$ cat config.mk
export PLATFORM = sky130hd
export DESIGN_NAME = uart_cmd_ctrl
export DESIGN_NICKNAME = d
export VERILOG_FILES = /design/src/rtl/uart_cmd_pkg.sv /design/src/rtl/uart_cmd_fifo.sv /design/src/rtl/uart_cmd_ctrl.sv
export SDC_FILE = /design/constraint.sdc
export NUM_CORES = 1
export LEC_CHECK = 0
export CAP_MARGIN = 10
export CORE_MARGIN = 2
export CORE_UTILIZATION = 38
export CTS_CLUSTER_SIZE = 24
export DETAILED_ROUTE_END_ITERATION = 7
export PLACE_DENSITY = 0.61
export SETUP_SLACK_MARGIN = 0.3
export SLEW_MARGIN = 20
export SYNTH_ARGS = -nofsm -noshare
export SYNTH_HDL_FRONTEND = slang
export SYNTH_SLANG_ARGS = --single-unit
$ cat constraint.sdc
create_clock -name clk -period 5.86 [get_ports clk]
set_input_delay 0.586 -clock clk [delete_from_list [all_inputs] [get_ports clk]]
set_output_delay 0.586 -clock clk [all_outputs]
set_load 0.005 [all_outputs]
$ cat src/rtl/uart_cmd_pkg.sv
// Shared constants, mode encodings, FSM state type and the hex-digit decoder
// used by the UART command controller.
package uart_cmd_pkg;

  // Command bytes received from the host.
  localparam logic [7:0] CMD_SET_START  = 8'h30; // '0'
  localparam logic [7:0] CMD_CLR_START  = 8'h31; // '1'
  localparam logic [7:0] CMD_MODE_WRITE = 8'h32; // '2'
  localparam logic [7:0] CMD_MODE_READ  = 8'h33; // '3'
  localparam logic [7:0] CMD_MODE_RW    = 8'h34; // '4'
  localparam logic [7:0] CMD_ALL_START  = 8'h47; // 'G'
  localparam logic [7:0] CMD_ALL_STOP   = 8'h48; // 'H'
  localparam logic [7:0] CMD_STATUS     = 8'h53; // 'S'
  localparam logic [7:0] CMD_SELECT     = 8'h43; // 'C'

  // Response bytes sent back to the host.
  localparam logic [7:0] RSP_SET_START  = 8'h41; // 'A'
  localparam logic [7:0] RSP_CLR_START  = 8'h42; // 'B'
  localparam logic [7:0] RSP_MODE_WRITE = 8'h43; // 'C'
  localparam logic [7:0] RSP_MODE_READ  = 8'h44; // 'D'
  localparam logic [7:0] RSP_MODE_RW    = 8'h45; // 'E'
  localparam logic [7:0] RSP_ALL_START  = 8'h47; // 'G'
  localparam logic [7:0] RSP_ALL_STOP   = 8'h48; // 'H'
  localparam logic [7:0] RSP_SEL_OK     = 8'h4B; // 'K'
  localparam logic [7:0] RSP_BAD        = 8'h3F; // '?'
  localparam logic [7:0] RSP_PARITY     = 8'h21; // '!'
  localparam logic [7:0] RSP_STATUS_BASE = 8'h30;

  // Per-channel mode encodings (3 bits per channel on read_write).
  localparam logic [2:0] MODE_READ  = 3'd0;
  localparam logic [2:0] MODE_WRITE = 3'd1;
  localparam logic [2:0] MODE_RW    = 3'd2;

  typedef enum logic [0:0] {
    IDLE   = 1'b0,
    GET_CH = 1'b1
  } state_e;

  // Returns {valid, value}; only '0'-'9' and upper-case 'A'-'F' are digits.
  function automatic logic [4:0] hex_digit(input logic [7:0] b);
    logic [4:0] res;
    res = 5'd0;
    if (b >= 8'h30 && b <= 8'h39) begin
      res = {1'b1, 4'(b - 8'h30)};
    end else if (b >= 8'h41 && b <= 8'h46) begin
      res = {1'b1, 4'(b - 8'h37)};
    end
    return res;
  endfunction

endpackage

$ cat src/rtl/uart_cmd_fifo.sv
// Small response FIFO with a show-ahead head. Simultaneous push and pop is
// allowed even when full: the pop frees the slot the push fills.
module uart_cmd_fifo #(
  parameter int DEPTH = 4,
  parameter int WIDTH = 8
) (
  input  logic             clk,
  input  logic             reset_n,
  input  logic             push,
  input  logic [WIDTH-1:0] push_data,
  input  logic             pop,
  output logic [WIDTH-1:0] pop_data,
  output logic             full,
  output logic             empty
);

  localparam int AW = (DEPTH > 1) ? $clog2(DEPTH) : 1;
  localparam logic [AW:0] FULL_CNT = (AW+1)'(DEPTH);

  logic [WIDTH-1:0] r_mem [DEPTH];
  logic [AW-1:0]    r_wr_ptr;
  logic [AW-1:0]    r_rd_ptr;
  logic [AW:0]      r_count;
  logic             w_do_pop;
  logic             w_do_push;

  assign empty     = (r_count == '0);
  assign full      = (r_count == FULL_CNT);
  assign w_do_pop  = pop && !empty;
  assign w_do_push = push && (!full || w_do_pop);
  assign pop_data  = r_mem[r_rd_ptr];

  // Storage write; contents are cleared on reset so nothing stale survives.
  always_ff @(posedge clk or negedge reset_n) begin
    if (!reset_n) begin
      for (int i = 0; i < DEPTH; i++) begin
        r_mem[i] <= '0;
      end
    end else if (w_do_push) begin
      r_mem[r_wr_ptr] <= push_data;
    end
  end

  // Pointers wrap naturally because DEPTH is a power of two.
  always_ff @(posedge clk or negedge reset_n) begin
    if (!reset_n) begin
      r_wr_ptr <= '0;
      r_rd_ptr <= '0;
      r_count  <= '0;
    end else begin
      if (w_do_push) r_wr_ptr <= r_wr_ptr + AW'(1);
      if (w_do_pop)  r_rd_ptr <= r_rd_ptr + AW'(1);
      if (w_do_push && !w_do_pop)      r_count <= r_count + (AW+1)'(1);
      else if (w_do_pop && !w_do_push) r_count <= r_count - (AW+1)'(1);
    end
  end

endmodule

$ cat src/rtl/uart_cmd_ctrl.sv
// Byte-oriented command interpreter: decodes host bytes into per-channel
// start/mode registers, queues a response per command and ships responses
// out through a four-phase transmitter handshake.
module uart_cmd_ctrl
  import uart_cmd_pkg::*;
#(
  parameter int NUM_CH      = 4,
  parameter int TXQ_DEPTH   = 4,
  parameter int TIMEOUT_CYC = 100_000_000
) (
  input  logic                  clk,
  input  logic                  reset_n,
  input  logic                  rx_req,
  input  logic [7:0]            rx_data,
  input  logic                  rx_perr,
  output logic                  rx_ack,
  output logic                  tx_send,
  output logic [7:0]            tx_data,
  input  logic                  tx_sent,
  output logic [NUM_CH-1:0]     start,
  output logic [3*NUM_CH-1:0]   read_write,
  output logic [((NUM_CH > 1) ? $clog2(NUM_CH) : 1)-1:0] sel_ch
);

  localparam int SW = (NUM_CH > 1) ? $clog2(NUM_CH) : 1;
  localparam int TW = (TIMEOUT_CYC > 1) ? $clog2(TIMEOUT_CYC) : 1;
  localparam logic [TW-1:0] TO_LAST = TW'(TIMEOUT_CYC - 1);

  state_e              r_state;
  state_e              w_state_next;
  logic [NUM_CH-1:0]   r_start;
  logic [NUM_CH-1:0]   w_start_next;
  logic [3*NUM_CH-1:0] r_rw;
  logic [3*NUM_CH-1:0] w_rw_next;
  logic [SW-1:0]       r_sel;
  logic [SW-1:0]       w_sel_next;
  logic                r_rx_ack;
  logic [TW-1:0]       r_tout;
  logic                r_tx_send;
  logic [7:0]          r_tx_data;

  logic                w_accept;
  logic                w_timeout;
  logic                w_push;
  logic [7:0]          w_push_data;
  logic                w_pop;
  logic [7:0]          w_head;
  logic                w_full;
  logic                w_empty;
  logic [4:0]          w_hex;
  int                  w_sel_idx;

  assign rx_ack     = r_rx_ack;
  assign tx_send    = r_tx_send;
  assign tx_data    = r_tx_data;
  assign start      = r_start;
  assign read_write = r_rw;
  assign sel_ch     = r_sel;

  // A byte is taken only when the FIFO can hold whatever it produces.
  assign w_accept  = rx_req && !r_rx_ack && !w_full;
  // The timeout holds at its last count until the FIFO has room for '?'.
  assign w_timeout = (r_state == GET_CH) && (r_tout == TO_LAST) && !w_full;
  assign w_hex     = hex_digit(rx_data);
  assign w_sel_idx = int'(r_sel);
  // Start the next byte only once the transmitter has released tx_sent.
  assign w_pop     = !r_tx_send && !tx_sent && !w_empty;

  // Next-state and register updates; a received byte outranks the timeout.
  always_comb begin
    w_state_next = r_state;
    w_start_next = r_start;
    w_rw_next    = r_rw;
    w_sel_next   = r_sel;
    w_push       = 1'b0;
    w_push_data  = 8'h00;
    if (w_accept) begin
      if (rx_perr) begin
        w_push       = 1'b1;
        w_push_data  = RSP_PARITY;
        w_state_next = IDLE;
      end else if (r_state == GET_CH) begin
        w_push       = 1'b1;
        w_state_next = IDLE;
        if (w_hex[4] && (int'(w_hex[3:0]) < NUM_CH)) begin
          w_sel_next  = SW'(w_hex[3:0]);
          w_push_data = RSP_SEL_OK;
        end else begin
          w_push_data = RSP_BAD;
        end
      end else begin
        w_push = 1'b1;
        case (rx_data)
          CMD_SET_START: begin
            w_start_next[w_sel_idx] = 1'b1;
            w_push_data = RSP_SET_START;
          end
          CMD_CLR_START: begin
            w_start_next[w_sel_idx] = 1'b0;
            w_push_data = RSP_CLR_START;
          end
          CMD_MODE_WRITE: begin
            w_rw_next[w_sel_idx*3 +: 3] = MODE_WRITE;
            w_push_data = RSP_MODE_WRITE;
          end
          CMD_MODE_READ: begin
            w_rw_next[w_sel_idx*3 +: 3] = MODE_READ;
            w_push_data = RSP_MODE_READ;
          end
          CMD_MODE_RW: begin
            w_rw_next[w_sel_idx*3 +: 3] = MODE_RW;
            w_push_data = RSP_MODE_RW;
          end
          CMD_ALL_START: begin
            w_start_next = '1;
            w_push_data  = RSP_ALL_START;
          end
          CMD_ALL_STOP: begin
            w_start_next = '0;
            w_push_data  = RSP_ALL_STOP;
          end
          CMD_STATUS: begin
            w_push_data = RSP_STATUS_BASE +
                          {5'd0, r_start[w_sel_idx], r_rw[w_sel_idx*3 +: 2]};
          end
          CMD_SELECT: begin
            w_push       = 1'b0;
            w_state_next = GET_CH;
          end
          default: begin
            w_push_data = RSP_BAD;
          end
        endcase
      end
    end else if (w_timeout) begin
      w_push       = 1'b1;
      w_push_data  = RSP_BAD;
      w_state_next = IDLE;
    end
  end

  // Control registers, FSM state and the one-cycle acknowledge pulse.
  always_ff @(posedge clk or negedge reset_n) begin
    if (!reset_n) begin
      r_state  <= IDLE;
      r_start  <= '0;
      r_rw     <= '0;
      r_sel    <= '0;
      r_rx_ack <= 1'b0;
    end else begin
      r_state  <= w_state_next;
      r_start  <= w_start_next;
      r_rw     <= w_rw_next;
      r_sel    <= w_sel_next;
      r_rx_ack <= w_accept;
    end
  end

  // Channel-digit timeout: zero outside GET_CH, saturates at its last count.
  always_ff @(posedge clk or negedge reset_n) begin
    if (!reset_n) begin
      r_tout <= '0;
    end else if (r_state != GET_CH) begin
      r_tout <= '0;
    end else if (r_tout != TO_LAST) begin
      r_tout <= r_tout + TW'(1);
    end
  end

  // Four-phase transmit handshake: load and raise, hold until tx_sent, drop.
  always_ff @(posedge clk or negedge reset_n) begin
    if (!reset_n) begin
      r_tx_send <= 1'b0;
      r_tx_data <= 8'h00;
    end else if (w_pop) begin
      r_tx_send <= 1'b1;
      r_tx_data <= w_head;
    end else if (r_tx_send && tx_sent) begin
      r_tx_send <= 1'b0;
    end
  end

  uart_cmd_fifo #(
    .DEPTH (TXQ_DEPTH),
    .WIDTH (8)
  ) u_fifo (
    .clk       (clk),
    .reset_n   (reset_n),
    .push      (w_push),
    .push_data (w_push_data),
    .pop       (w_pop),
    .pop_data  (w_head),
    .full      (w_full),
    .empty     (w_empty)
  );

endmodule

==> flow_summary.json <==
{
  "outcome": "completed",
  "synth_top_cell_by_area": "dfrtp_1",
  "powerDensity_nw_per_um2": 340.7,
  "fp.dieH_um": 116.5,
  "synthFlopType": "dfrtp_1",
  "clock-skew-final_ns": 0.007987,
  "grt_pass1_wl_mm": 18.37,
  "p_leak_nw": 2.270,
  "synthTopCellsByArea": "dfrtp_1, mux2_2, mux4_2",
  "vias_per_cell": 5.469,
  "drv_slew": 0,
  "route.detailed.drc": 0,
  "required_ns": 6.10,
  "antenna_found_initial": 0,
  "postSynthRegisterBits": 90,
  "cts_hold_buf": 0,
  "avgSynthCellArea_sq_um": 10.68,
  "hpwl_mm": 7.300,
  "cts.htree.levels": 3,
  "crit_path_max_fanout": 11,
  "wire_per_inst_um": 16.26,
  "ys_types": 56,
  "root_buffer": "clkbuf_16",
  "area_growth_pct": 17.39,
  "clock_sinks": 90,
  "r2r-end": "u_fifo.r_count[1]",
  "finalSetupTns_ns": 0,
  "finalSetupViolCount": 0,
  "finalCritPeriodShare": 0.5868,
  "maxCapViolCount": 0,
  "clock_latency_ns": 0.35,
  "io_pins": 41,
  "yosysMostFrequentCell": "dfrtp_1",
  "rr_startpoint": "u_fifo.r_count[0]",
  "place.port_buffers": 39,
  "arrival_ns": 3.68,
  "drive_gt1_frac": 0.1320,
  "synthTopCellsByCount": "dfrtp_1, nor2_1, nand2_1, mux2_2, nand3_1",
  "critPathKind": "in -> reg",
  "dieWidth_um": 116.5,
  "r2r_slack_ns": 2.85,
  "async_flop_share": 1.000,
  "ant_nets": 0,
  "critical_path.endpoint_type": "register",
  "cts_resized": 0,
  "max_freq_mhz": 290.8,
  "path_clk_slew_ns": 0.07,
  "fin_area_sq_um": 5643,
  "gp_congestion": 0.8590,
  "synth_warnings": 0,
  "syn_inst": 450,
  "drt-total-wl_mm": 10.68,
  "grt.total_usage": 0.1743,
  "layout.nets": 505,
  "hp-class": "in -> async",
  "via_count": 3593,
  "ctsLongestPathBuffers": 2,
  "hold_viol": 0,
  "reg2reg_depth": 9,
  "place_area_sq_um": 5333,
  "drt_iter0_markers": 169,
  "grt_max_degree": 53,
  "vdd_drop_max_v": 0.0002253,
  "dieArea_sq_um": 13570,
  "coreArea_sq_um": 12470,
  "min_period_ns": 3.439,
  "ys_seq_area_frac": 0.4685,
  "slew_headroom": 0.3538,
  "drtPass1Iterations": 4,
  "rsz0062_at_grt": "false",
  "cts_buffers": 9,
  "worstMarginPinSlew_ns": 0.9682,
  "synth_top_area_share": 0.4685,
  "worst_setup_path_start_kind": "input pin",
  "synth_edf_count": 0,
  "grt_pass1_vias": 3656,
  "fp-row-count": 41,
  "grt.overflow.total": 0,
  "cts_tree": "done",
  "start_util": 0.3856,
  "synth.net_count": 475,
  "cts_setup_buffers": 0,
  "syn_area_sq_um": 4807,
  "n_antenna_cell": 0
}
## routing by layer
metal  wire, um  global-route usage
met3        430             0.05189
met5          0                   0
met4        126             0.05000
met1       5022              0.2275
met2       5102              0.2829
## worst max-delay path by stage
stage	cells past startpoint	end	slack (ns)	from
global placement	10	u_fifo.r_count[1]	2.13	rx_data[5]
global route	10	u_fifo.r_count[1]	2.26	rx_data[5]
detailed placement	10	u_fifo.r_count[1]	2.04	rx_data[5]
CTS	10	u_fifo.r_count[1]	2.43	rx_data[5]
finish	10	u_fifo.r_count[1]	2.42	rx_data[5]
floorplan	9	u_fifo.r_count[1]	3.04	rx_data[5]
## flip-flops by register name, summed over array words and instances (netlist names)
signal           cells
u_fifo.r_mem        28
r_tout              27
read_write          12
tx_data              7
start                4
u_fifo.r_count       3
sel_ch               2
u_fifo.r_rd_ptr      2
u_fifo.r_wr_ptr      2
r_state              1
rx_ack               1
tx_send              1
## layout make-up
cell class,instances,area [sq um]
clock buffer,9,225.2
clock inverter,7,85.08
fill,1165,6823
inverter,16,60.06
multi-input combinational,322,2402
sequential,90,2252
tap,172,215.2
timing repair buffer,41,402.9
## report_power, final
| group | leakage (nW) | internal [mW] | switching [mW] | total, mW |
|---|---|---|---|---|
| clock | 0.146 | 0.339 | 0.267 | 0.605 |
| sequential | 1.15 | 0.739 | 0.106 | 0.845 |
| combinational | 0.969 | 0.269 | 0.203 | 0.472 |
## cells by family after synthesis
| kind of cell | after synthesis | share of synthesized area |
|---|---|---|
| other | 1 | 0.0007801 |
| adders and majority gates | 12 | 0.03280 |
| AOI/OAI and AO/OA | 74 | 0.1049 |
| buffers and inverters | 38 | 0.03175 |
| muxes | 40 | 0.1200 |
| and+or+nand+nor | 172 | 0.1994 |
| DFF | 90 | 0.4685 |
| xor gates and xnor gates | 23 | 0.04190 |
## metrics by stage
step,total power [mW],hold slack [ns],utilization,instances,setup slack [ns]
global placement,1.312,0.4643,0.4278,641,2.135
floorplan,1.161,0.2904,-,450,3.037
CTS,1.943,0.2146,0.4527,657,2.425
detailed placement,1.329,0.4714,0.4278,641,2.039
finish,1.922,0.2005,0.4527,657,2.421
global route,2.035,0.2366,0.4527,657,2.262
## placed cells by master (no fill, tap or decap), types with 3 or more instances in the layout
master,count
a21oi_1,20
a2bb2oi_1,12
and2_1,5
and3_1,15
and4_1,4
buf_4,3
clkbuf_16,9
clkdlybuf4s50_1,38
dfrtp_1,90
ha_1,11
inv_1,16
mux2_2,23
mux2_4,4
mux4_2,10
nand2_1,31
nand2b_1,5
nand3_1,22
nand3b_1,4
nand4_1,8
nor2_1,32
nor2b_1,3
nor3_1,13
nor4_1,7
nor4bb_1,3
o21ai_0,17
o31ai_1,9
or3_1,5
or4_1,3
xnor2_1,18
xor2_1,5
## worst max-delay path, cell delays in order
cell             delay (ns)
clkdlybuf4s50_1        0.45
or4b_4                 0.59
nand4bb_1              0.47
nand2_1                0.19
a21boi_2               0.35
inv_1                  0.09
ha_1                   0.23
inv_1                  0.08
fa_1                   0.38
mux2_2                 0.26
No activity file was read; power rests on OpenSTA's default activity.
